--- src/rtl/lcd_text_pkg.sv ---
// Shared types and constants for the LCD text sequencer.
// Holds FSM/mode encodings, ASCII constants and the label table.
package lcd_text_pkg;

   typedef enum logic [2:0] {
      S_IDLE,
      S_LOAD,
      S_STROBE,
      S_GAP,
      S_DONE
   } state_e;

   typedef enum logic [1:0] {
      M_IDLE,
      M_WORK,
      M_REST,
      M_DONE
   } mode_e;

   localparam logic [7:0] ASCII_SPACE = 8'h20;
   localparam logic [7:0] ASCII_COLON = 8'h3A;
   localparam logic [7:0] ASCII_QMARK = 8'h3F;
   localparam logic [7:0] ASCII_ZERO  = 8'h30;

   // Element 0 is the rightmost entry, so index by mode directly
   localparam logic [3:0][31:0] LABELS = {"DONE", "REST", "WORK", "IDLE"};

   typedef struct packed {
      mode_e      mode;
      logic [7:0] mins;
      logic [7:0] secs;
      logic [3:0] setn;
   } snap_t;

   function automatic logic [7:0] bcd_ascii(input logic [3:0] n);
      return (n > 4'd9) ? ASCII_QMARK : ASCII_ZERO + {4'h0, n};
   endfunction

   function automatic logic [7:0] label_char(input mode_e m,
                                             input logic [1:0] pos);
      return LABELS[m][{~pos, 3'b000} +: 8];
   endfunction

endpackage

--- src/rtl/lcd_line_mux.sv ---
// Selects the ASCII character for one position of the 16-char line.
// Purely combinational: index plus snapshot in, character out.
module lcd_line_mux
   import lcd_text_pkg::*;
(
   input  logic [3:0] idx_i,
   input  snap_t      snap_i,
   output logic [7:0] char_o
);

   always_comb begin
      char_o = ASCII_SPACE;
      case (idx_i)
         4'd0, 4'd1, 4'd2, 4'd3:
            char_o = label_char(snap_i.mode, idx_i[1:0]);
         4'd5:  char_o = bcd_ascii(snap_i.mins[7:4]);
         4'd6:  char_o = bcd_ascii(snap_i.mins[3:0]);
         4'd7:  char_o = ASCII_COLON;
         4'd8:  char_o = bcd_ascii(snap_i.secs[7:4]);
         4'd9:  char_o = bcd_ascii(snap_i.secs[3:0]);
         4'd11: char_o = 8'h53;
         4'd12: char_o = 8'h45;
         4'd13: char_o = 8'h54;
         4'd15: char_o = bcd_ascii(snap_i.setn);
         default: char_o = ASCII_SPACE;
      endcase
   end

endmodule

--- src/rtl/lcd_text_sequencer.sv ---
// Snapshots timer state and streams one formatted text line to the
// slow LCD driver, pacing each character with long hold/gap windows.
module lcd_text_sequencer
   import lcd_text_pkg::*;
#(
   parameter int unsigned HOLD_CYC = 65536,
   parameter int unsigned GAP_CYC  = 196608,
   parameter int unsigned LINE_LEN = 16
) (
   input  logic       clk,
   input  logic       rst_n,
   input  logic       refresh,
   input  logic [1:0] mode,
   input  logic [7:0] min_bcd,
   input  logic [7:0] sec_bcd,
   input  logic [3:0] set_bcd,
   output logic [7:0] char_out,
   output logic       write_en,
   output logic       busy,
   output logic       frame_done
);

   localparam int unsigned MAXC = (HOLD_CYC > GAP_CYC) ? HOLD_CYC : GAP_CYC;
   localparam int unsigned CW   = (MAXC > 1) ? $clog2(MAXC) : 1;
   localparam int unsigned IW   = $clog2(LINE_LEN);

   localparam logic [CW-1:0] HOLD_LD  = CW'(HOLD_CYC - 1);
   localparam logic [CW-1:0] GAP_LD   = CW'(GAP_CYC - 1);
   localparam logic [IW-1:0] LAST_IDX = IW'(LINE_LEN - 1);

   state_e        state_q, state_d;
   logic [IW-1:0] idx_q, idx_d;
   logic [CW-1:0] cnt_q, cnt_d;
   logic          pend_q, pend_d;
   snap_t         snap_q, snap_d;
   logic [7:0]    char_q, char_d;
   logic [7:0]    ch;
   logic          tick;
   logic          step_idx;

   assign tick     = (cnt_q == '0);
   assign step_idx = (state_q == S_GAP) && tick && (idx_q != LAST_IDX);

   // The mux sees next-cycle index/snapshot so char_out lands on STROBE entry
   always_comb begin
      snap_d = snap_q;
      idx_d  = idx_q;
      if (state_q == S_LOAD) begin
         snap_d = {mode, min_bcd, sec_bcd, set_bcd};
         idx_d  = '0;
      end else if (step_idx) begin
         idx_d = idx_q + 1'b1;
      end
   end

   lcd_line_mux u_mux (
      .idx_i  (idx_d),
      .snap_i (snap_d),
      .char_o (ch)
   );

   always_comb begin
      state_d = state_q;
      cnt_d   = cnt_q;
      pend_d  = pend_q;
      char_d  = char_q;
      if (refresh && state_q != S_IDLE) pend_d = 1'b1;
      unique case (state_q)
         S_IDLE: begin
            pend_d = 1'b0;
            if (refresh || pend_q) state_d = S_LOAD;
         end
         S_LOAD: begin
            cnt_d   = HOLD_LD;
            char_d  = ch;
            state_d = S_STROBE;
         end
         S_STROBE: begin
            if (tick) begin
               cnt_d   = GAP_LD;
               state_d = S_GAP;
            end else begin
               cnt_d = cnt_q - 1'b1;
            end
         end
         S_GAP: begin
            if (!tick) begin
               cnt_d = cnt_q - 1'b1;
            end else if (idx_q == LAST_IDX) begin
               state_d = S_DONE;
            end else begin
               cnt_d   = HOLD_LD;
               char_d  = ch;
               state_d = S_STROBE;
            end
         end
         S_DONE: state_d = S_IDLE;
         default: state_d = S_IDLE;
      endcase
   end

   always_ff @(posedge clk or negedge rst_n) begin
      if (!rst_n) begin
         state_q <= S_IDLE;
         idx_q   <= '0;
         cnt_q   <= '0;
         pend_q  <= 1'b0;
         snap_q  <= '0;
         char_q  <= ASCII_SPACE;
      end else begin
         state_q <= state_d;
         idx_q   <= idx_d;
         cnt_q   <= cnt_d;
         pend_q  <= pend_d;
         snap_q  <= snap_d;
         char_q  <= char_d;
      end
   end

   assign char_out   = char_q;
   assign write_en   = (state_q == S_STROBE);
   assign busy       = (state_q == S_LOAD) || (state_q == S_STROBE) ||
                       (state_q == S_GAP);
   assign frame_done = (state_q == S_DONE);

endmodule

--- config.mk ---
export PLATFORM = sky130hd
export DESIGN_NAME = lcd_text_sequencer
export DESIGN_NICKNAME = d
export VERILOG_FILES = /design/src/rtl/lcd_text_pkg.sv /design/src/rtl/lcd_line_mux.sv /design/src/rtl/lcd_text_sequencer.sv
export SDC_FILE = /design/constraint.sdc
export NUM_CORES = 1
export LEC_CHECK = 0
export CAP_MARGIN = 20
export CORE_AREA = 2 2 89 91
export CTS_BUF_LIST = sky130_fd_sc_hd__clkbuf_2
export CTS_CLUSTER_SIZE = 40
export DETAILED_ROUTE_END_ITERATION = 8
export DIE_AREA = 0 0 91 93
export PLACE_DENSITY = 0.66
export SLEW_MARGIN = 30
export SYNTH_ARGS = -nofsm -noshare
export SYNTH_HDL_FRONTEND = slang
export SYNTH_SLANG_ARGS = --single-unit
--- constraint.sdc ---
create_clock -name clk -period 4.4 [get_ports clk]
set_clock_uncertainty 0.15 [all_clocks]
set_input_delay 0.44 -clock clk [delete_from_list [all_inputs] [get_ports clk]]
set_output_delay 0.44 -clock clk [all_outputs]
set_load 0.01 [all_outputs]
==> flow_summary.json, run 1 <==
{
  "final-max-slew-violation-count": 0,
  "dr.pass1.iters": 5,
  "dpl_cell_area_mm2": 0.003717,
  "dr.first_iter.drc_count": 178,
  "layout_common_cells": "dfrtp_1 (54), nand2_1 (53), clkdlybuf4s50_1 (33)",
  "crit_required_ps": 4640,
  "start_kind": "flip-flop",
  "core_mm2": 0.007527,
  "clock_latency_ps": 480,
  "start_util_pct": 43.73,
  "post_cts_buffers": 0,
  "syn_avg_cell_area_um2": 9.069,
  "rsz0062_at_grt": "false",
  "mostFrequentLayoutCell": "dfrtp_1",
  "post_drt_wl_per_cell_um": 15.30,
  "p_seq_share_pct": 49.5,
  "diodes": 0,
  "dieArea_mm2": 0.008463,
  "syn_area_mm2": 0.003292,
  "multi_input_area_mm2": 0.001757,
  "nets": 427,
  "cellPowerDensity_mw_per_mm2": 373.4,
  "port_buffers": 34,
  "cp-end-kind": "flip-flop",
  "vias_per_cell": 5.578,
  "finalWorstSetupSlack_ps": 620.1,
  "period_needed_ps": 3780,
  "syn2layout_area_growth_pct": 15.96,
  "cts_sinks": 55,
  "grt_usage_pct": 19.30,
  "dieWidth_um": 91,
  "htree_levels": 2,
  "finalSetupViolCount": 0,
  "drc": 0,
  "vias": 2778,
  "dp_slack_ps": 702.9,
  "gp_congestion": 0.8513,
  "p_clk_share_pct": 22.5,
  "clkTransAtPathRegs_ps": 290,
  "placed_cells": 489,
  "netlist-cell-type-count": 63,
  "critPathKind": "flip-flop to flip-flop",
  "fill_cells": 728,
  "routed_wirelength_um": 7621,
  "switchingPower_w": 0.0004598,
  "synth-edff-count": 0,
  "post_cts_resized": 0,
  "async_flop_share_pct": 100.0,
  "cts.path.max_buffers": 2,
  "drv_cap": 0,
  "die_y_um": 93,
  "switching_share_pct": 32.26,
  "drtAntennaViolNets": 0,
  "yosys_warnings": 0,
  "grt-ovfl-total": 0,
  "ys_seq_elements": 55,
  "ys_seq_area_share_pct": 41.85,
  "leakage_nw": 1.649,
  "fmax_mhz": 264.6,
  "synth_nets": 395,
  "final.setup.tns_ps": 0,
  "grt_pass1_wl_um": 13210,
  "critPathMaxFanout": 13,
  "status": "finished clean",
  "drive_above_1_share_pct": 10.10,
  "maxSlewHeadroom_pct": 54.53,
  "dpl.hpwl_um": 5585,
  "cp_data_arrival_time_ps": 4020,
  "holdWs_ps": 286.9,
  "fin_crit_sh_pct": 85.91,
  "grt_max_degree": 56,
  "ys.flop_type": "dfrtp_1",
  "peakVddDrop_uv": 227.7,
  "fin_area_mm2": 0.003817,
  "cts_tree": "built",
  "combPwrFrac_pct": 28.0,
  "ios": 36,
  "hold_class": "input pin to flip-flop",
  "area.sequential_mm2": 0.001378,
  "antenna_found_initial": 0,
  "fp-row-count": 32,
  "first_global_vias": 2821,
  "cts_root_buf": "clkbuf_2",
  "syn_inst": 363,
  "stdcell_count": 498,
  "cts_buffers": 5,
  "internal-power_w": 0.0009656,
  "tightest_slew_ps": 673.5,
  "finalHoldViolCount": 0
}
[per-layer routing]
layer | part of all wire, % | wire length [um] | GRT usage, %
met4 | 2.1 | 159 | 8.460
met1 | 46 | 3530 | 24.74
met3 | 4.6 | 354 | 4.110
met5 | 0 | 0 | 0
met2 | 47 | 3577 | 31.60
[worst max-delay path: stages, from the launching register on]
cell and delay (ps):
dfrtp_1 460, inv_1 90, ha_1 170, or3b_2 450, or4_1 550, o21ai_0 280, a21o_1 430, inv_1 280
o311ai_0 210, o31ai_1 160, a2111oi_2 370, o21ai_1 100
[through the flow]
step,power (W),util [%]
6_report,0.001425,50.71
3_3_place_gp,0.001105,49.39
4_1_cts,0.001440,50.71
5_1_grt,0.001526,50.71
2_1_floorplan,0.0009635,-
3_5_place_dp,0.001117,49.39
[what timing repair did]
item / in CTS / in global routing
hold buffers: 1 / 0
endpoints found under the hold margin: 54 / 0
setup endpoints to repair: 0 / 0
[synthesized netlist by cell type (all sizes together) (2+ instances only)]
master | number | area (um2)
a2111oi | 3 | 32.53
a211oi | 5 | 42.54
a21o | 4 | 30.03
a21oi | 18 | 90.09
a221o | 2 | 20.02
a221oi | 2 | 23.77
a22o | 3 | 26.28
a31o | 3 | 26.28
a31oi | 2 | 12.51
a32oi | 2 | 17.52
a41oi | 2 | 17.52
and2 | 5 | 31.28
and3 | 5 | 31.28
buf | 8 | 51.29
clkbuf | 6 | 22.52
dfrtp | 54 | 1351
ha | 7 | 87.58
inv | 24 | 90.08
mux2 | 4 | 45.04
mux2i | 16 | 160.2
nand2 | 53 | 198.9
nand2b | 3 | 18.77
nand3 | 6 | 30.03
nand3b | 3 | 22.52
nor2 | 23 | 86.33
nor2b | 6 | 37.54
nor3 | 14 | 80.08
nor3b | 3 | 27.52
nor4 | 4 | 40.04
o211ai | 2 | 15.01
o21ai | 22 | 110.1
o311ai | 4 | 35.03
o31ai | 4 | 30.03
o32ai | 2 | 17.52
or2 | 5 | 31.28
or3 | 8 | 60.06
or3b | 2 | 17.52
or4 | 5 | 48.79
xnor2 | 8 | 70.07
[final cells by class]
class / instances / area share, %
timing repair buffer: 39 / 9.833
sequential: 55 / 36.09
clock buffer: 6 / 0.7866
multi-input combinational: 270 / 46.02
inverter: 24 / 2.360
tap: 102 / 3.343
clock inverter: 2 / 1.573
[power by group through the flow]
stage	Clock, W	Sequential, W	Combinational (W)
6_report	0.000321	0.000705	0.000399
5_1_grt	0.000349	0.000723	0.000454
4_1_cts	0.000330	0.000706	0.000404
3_5_place_dp	0	0.000716	0.000400
3_3_place_gp	0	0.000710	0.000395
2_1_floorplan	0	0.000694	0.000270
[worst paths after layout]
kind	from	end	slack, ps	cells past startpoint
max	cnt_q[0]$_DFFE_PN0P_	char_out[0]$_DFFE_PN0P_	620	11
min	min_bcd[0]	snap_q[12]$_DFF_PN0_	290	3
max reg2reg	cnt_q[0]$_DFFE_PN0P_	char_out[0]$_DFFE_PN0P_	620	11
min reg2reg	cnt_q[0]$_DFFE_PN0P_	cnt_q[0]$_DFFE_PN0P_	360	1
max in group asynchronous	rst_n	cnt_q[9]$_DFFE_PN0P_	3220	3
min in group asynchronous	rst_n	snap_q[17]$_DFF_PN0_	420	3
[cells by family after synthesis]
group / after synthesis / synth area share [%]
simple gates: 147 / 23.64
buf+inv: 38 / 4.979
fa+ha+maj: 7 / 2.660
mux: 20 / 6.233
xor+xnor: 9 / 2.395
compound gates: 86 / 18.13
other cells: 1 / 0.1139
flops: 55 / 41.85
[state kept, by name (all words and copies together), names as in the netlist]
name / cells
state_q: 3
char_out: 7
pend_q: 1
cnt_q: 18
idx_q: 4
snap_q: 22
(Power assumes the default switching activity.)
==> run 2, diff against run 1 <==
--- a/config.mk
+++ b/config.mk
@@ -11,6 +11,7 @@
 export CTS_CLUSTER_SIZE = 40
 export DETAILED_ROUTE_END_ITERATION = 8
 export DIE_AREA = 0 0 91 93
+export HOLD_SLACK_MARGIN = 0.08
 export PLACE_DENSITY = 0.66
 export SLEW_MARGIN = 30
 export SYNTH_ARGS = -nofsm -noshare
==> results of run 2 <==
The final DEF is identical to that of run 1; final timing and power are the same.
==> run 3, diff against run 2 <==
--- a/config.mk
+++ b/config.mk
@@ -8,6 +8,7 @@
 export CAP_MARGIN = 20
 export CORE_AREA = 2 2 89 91
 export CTS_BUF_LIST = sky130_fd_sc_hd__clkbuf_2
+export CTS_CLUSTER_DIAMETER = 50
 export CTS_CLUSTER_SIZE = 40
 export DETAILED_ROUTE_END_ITERATION = 8
 export DIE_AREA = 0 0 91 93
@@ -16,4 +17,5 @@
 export SLEW_MARGIN = 30
 export SYNTH_ARGS = -nofsm -noshare
 export SYNTH_HDL_FRONTEND = slang
+export SYNTH_HIERARCHICAL = 1
 export SYNTH_SLANG_ARGS = --single-unit
==> flow_summary.json, run 3 <==
{
  "first_global_vias": 2413,
  "critPathMaxFanout": 20,
  "status": "finished clean",
  "switching_share_pct": 32.34,
  "grt_max_degree": 57,
  "port_buffers": 35,
  "yosys_warnings": 6,
  "ys_top_cells_by_count": "dfrtp_1 (55), mux2_2 (31), a21oi_1 (23), nor2_1 (23), o21ai_0 (19)",
  "nets": 396,
  "start_util_pct": 43.83,
  "met3_length_um": 198,
  "netlist-cell-type-count": 60,
  "vias_per_cell": 5.524,
  "holdWs_ps": 391.1,
  "switchingPower_w": 0.0003634,
  "internal-power_w": 0.0007601,
  "drive_above_1_share_pct": 17.86,
  "cts_root_buf": "clkbuf_2",
  "cts.path.max_buffers": 2,
  "dr.pass1.iters": 4,
  "dieWidth_um": 91,
  "syn_inst": 330,
  "start_kind": "flip-flop",
  "hold_class": "flip-flop to flip-flop",
  "combPwrFrac_pct": 24.2,
  "period_needed_ps": 3669,
  "cts_buffers": 5,
  "dr.first_iter.drc_count": 101,
  "wl_met2_um": 3512,
  "syn2layout_area_growth_pct": 14.90,
  "tightest_slew_ps": 738.9,
  "async_flop_share_pct": 100.0,
  "dieArea_mm2": 0.008463,
  "finalHoldViolCount": 0,
  "synthMuxAreaShare_pct": 11.68,
  "antenna_found_initial": 0,
  "htree_levels": 2,
  "die_y_um": 93,
  "crit_required_ps": 4620,
  "cp_data_arrival_time_ps": 3890,
  "synth-compound-area-share_pct": 15.89,
  "p_clk_share_pct": 18.0,
  "synth-edff-count": 0,
  "gp_congestion": 0.8577,
  "yosys.area.top_type": "dfrtp_1",
  "cp-end-kind": "flip-flop",
  "synth_top_family_by_area": "simple AND/OR/NAND/NOR gates",
  "ff2ff_setup_slack_ps": 730,
  "synth_fa_ha_area_share_pct": 3.034,
  "final.setup.tns_ps": 0,
  "drtAntennaViolNets": 0,
  "maxSlewHeadroom_pct": 50.74,
  "syn_area_mm2": 0.003299,
  "cellPowerDensity_mw_per_mm2": 296.3,
  "mostFrequentLayoutCell": "dfrtp_1",
  "routedLengthMet1_um": 3325,
  "leakage_nw": 1.497,
  "grt_usage_pct": 17.77,
  "post_cts_resized": 0,
  "cts_tree": "built",
  "ys_seq_area_share_pct": 42.51,
  "drc": 0,
  "vias": 2574,
  "post_drt_wl_per_cell_um": 15.35,
  "synth_nets": 363,
  "peakVddDrop_uv": 127.0,
  "fin_crit_sh_pct": 83.39,
  "ys.flop_type": "dfrtp_1",
  "fp-row-count": 32,
  "ios": 36,
  "largest_reg_flops": 22,
  "dr.max_layer_used": "met4",
  "critPathKind": "flip-flop to flip-flop",
  "clkTransAtPathRegs_ps": 270,
  "finalSetupViolCount": 0,
  "critPathLaunch": "cnt_q[4]$_DFFE_PN0P_",
  "dpl.hpwl_um": 4978,
  "yosys-top-cells-area": "dfrtp_1 (42%), mux2_2 (11%), a21oi_1 (3.5%)",
  "yosysMostFrequentCell": "dfrtp_1",
  "grt-ovfl-total": 0,
  "final-max-slew-violation-count": 0,
  "synthXorXnorAreaFrac_pct": 1.327,
  "layout_common_cells": "dfrtp_1 (55), clkdlybuf4s50_1 (34), mux2_2 (31)",
  "crit_path_end": "char_out[0]$_DFFE_PN0P_",
  "syn_avg_cell_area_um2": 9.998,
  "synth-simple-area-share_pct": 20.29,
  "reg2reg_to": "char_out[0]$_DFFE_PN0P_",
  "grt_pass1_wl_um": 12020,
  "fill_cells": 737,
  "regToRegStartpoint": "cnt_q[4]$_DFFE_PN0P_",
  "p_seq_share_pct": 57.9,
  "rsz0062_at_grt": "false",
  "ff2ff_path_depth": 10,
  "ys_seq_elements": 56,
  "min-delay-start": "cnt_q[0]$_DFFE_PN0P_",
  "cts_sinks": 56,
  "drv_cap": 0,
  "routed_wirelength_um": 7154,
  "synth_top_area_share_pct": 41.71,
  "core_mm2": 0.007527,
  "largest_register": "snap_q",
  "fmax_mhz": 272.6,
  "clock_latency_ps": 440,
  "diodes": 0
}
==> run 3: changes by cell type after synthesis, sizes merged, moves of 4 or more <==
| cell | previous run | this run |
|---|---|---|
| mux2i | 16 | 1 |
| nand4 | 1 | 7 |
| xnor2 | 8 | 1 |
| o21a | 1 | 10 |
| mux2 | 4 | 31 |
| o22ai | 1 | 5 |
| or2 | 5 | 1 |
| nand2 | 53 | 15 |
| a21oi | 18 | 23 |
| nor2b | 6 | 1 |
| inv | 24 | 13 |
==> run 3: stage by stage <==
stage          total power (W)  worst slack (ps)  cells  util, %  area [um2]
3_3_place_gp         0.0009174             548.0    457    49.53        3729
4_1_cts               0.001139             730.3    466    50.28        3785
5_1_grt               0.001203             468.3    466    50.37        3791
3_5_place_dp         0.0009303             769.6    457    49.62        3735
2_1_floorplan        0.0008277              1002    330        -        3299
6_report              0.001123             731.0    466    50.37        3791
==> run 3: kinds of logic after synthesis <==
| family | count (synthesis) |
|---|---|
| multiplexers | 33 |
| AND/OR/NAND/NOR | 112 |
| XOR/XNOR | 5 |
| AO/OA/AOI/OAI | 83 |
| buffers and inverters | 32 |
| other | 1 |
| flip-flops | 56 |
| adder cells (fa/ha/maj) | 8 |
==> run 3: critical path, stage by stage (launching register included) <==
cell       delay (ps)
dfrtp_1           530
nor4_4            470
nand4_2           190
nor4_4            420
xnor2_1           140
nor2_2            550
nand4bb_1         260
a21oi_1            60
a211o_1           260
or3_1             300
mux2_2            260
==> run 3: repair_timing <==
item                       4_1_cts  5_1_grt
hold buffers                     1        0
setup buffers                    0        0
hold endpoints to repair        55        0
setup endpoints to repair        0        0
==> run 3: power by group through the flow <==
stage | logic, W | registers, W | clock network, W
detailed placement | 0.000270 | 0.000660 | 0
global placement | 0.000262 | 0.000655 | 0
finish | 0.000271 | 0.000650 | 0.000202
global route | 0.000306 | 0.000661 | 0.000236
floorplan | 0.000182 | 0.000646 | 0
CTS | 0.000273 | 0.000650 | 0.000216
==> run 3: worst min path at each step <==
stage / endpoint / slack, ps / cells past startpoint
3_5_place_dp: snap_q[12]$_DFF_PN0_ / 340 / 1
5_1_grt: pend_q$_DFFE_PN0P_ / 390 / 2
3_3_place_gp: snap_q[8]$_DFF_PN0_ / 330 / 1
2_1_floorplan: char_out[0]$_DFFE_PN0P_ / -6 / 0
6_report: cnt_q[0]$_DFFE_PN0P_ / 390 / 1
4_1_cts: snap_q[12]$_DFF_PN0_ / 400 / 1
==> run 3: cell type report <==
type / count / area, um2 / share of cell area, %
tap: 102 / 127.6 / 3.366
sequential: 56 / 1403 / 37.00
timing repair buffer: 45 / 422.9 / 11.16
inverter: 13 / 48.80 / 1.287
multi-input combinational: 242 / 1749 / 46.14
clock buffer: 7 / 35.03 / 0.9241
clock inverter: 1 / 5.005 / 0.1320
==> run 3: metal layers <==
layer / vias up / GRT usage, %
met1: 1244 / 23.28
met3: 10 / 3.546
met5: - / 0
li1: 1280 / -
met4: 0 / 5.556
met2: 40 / 29.81
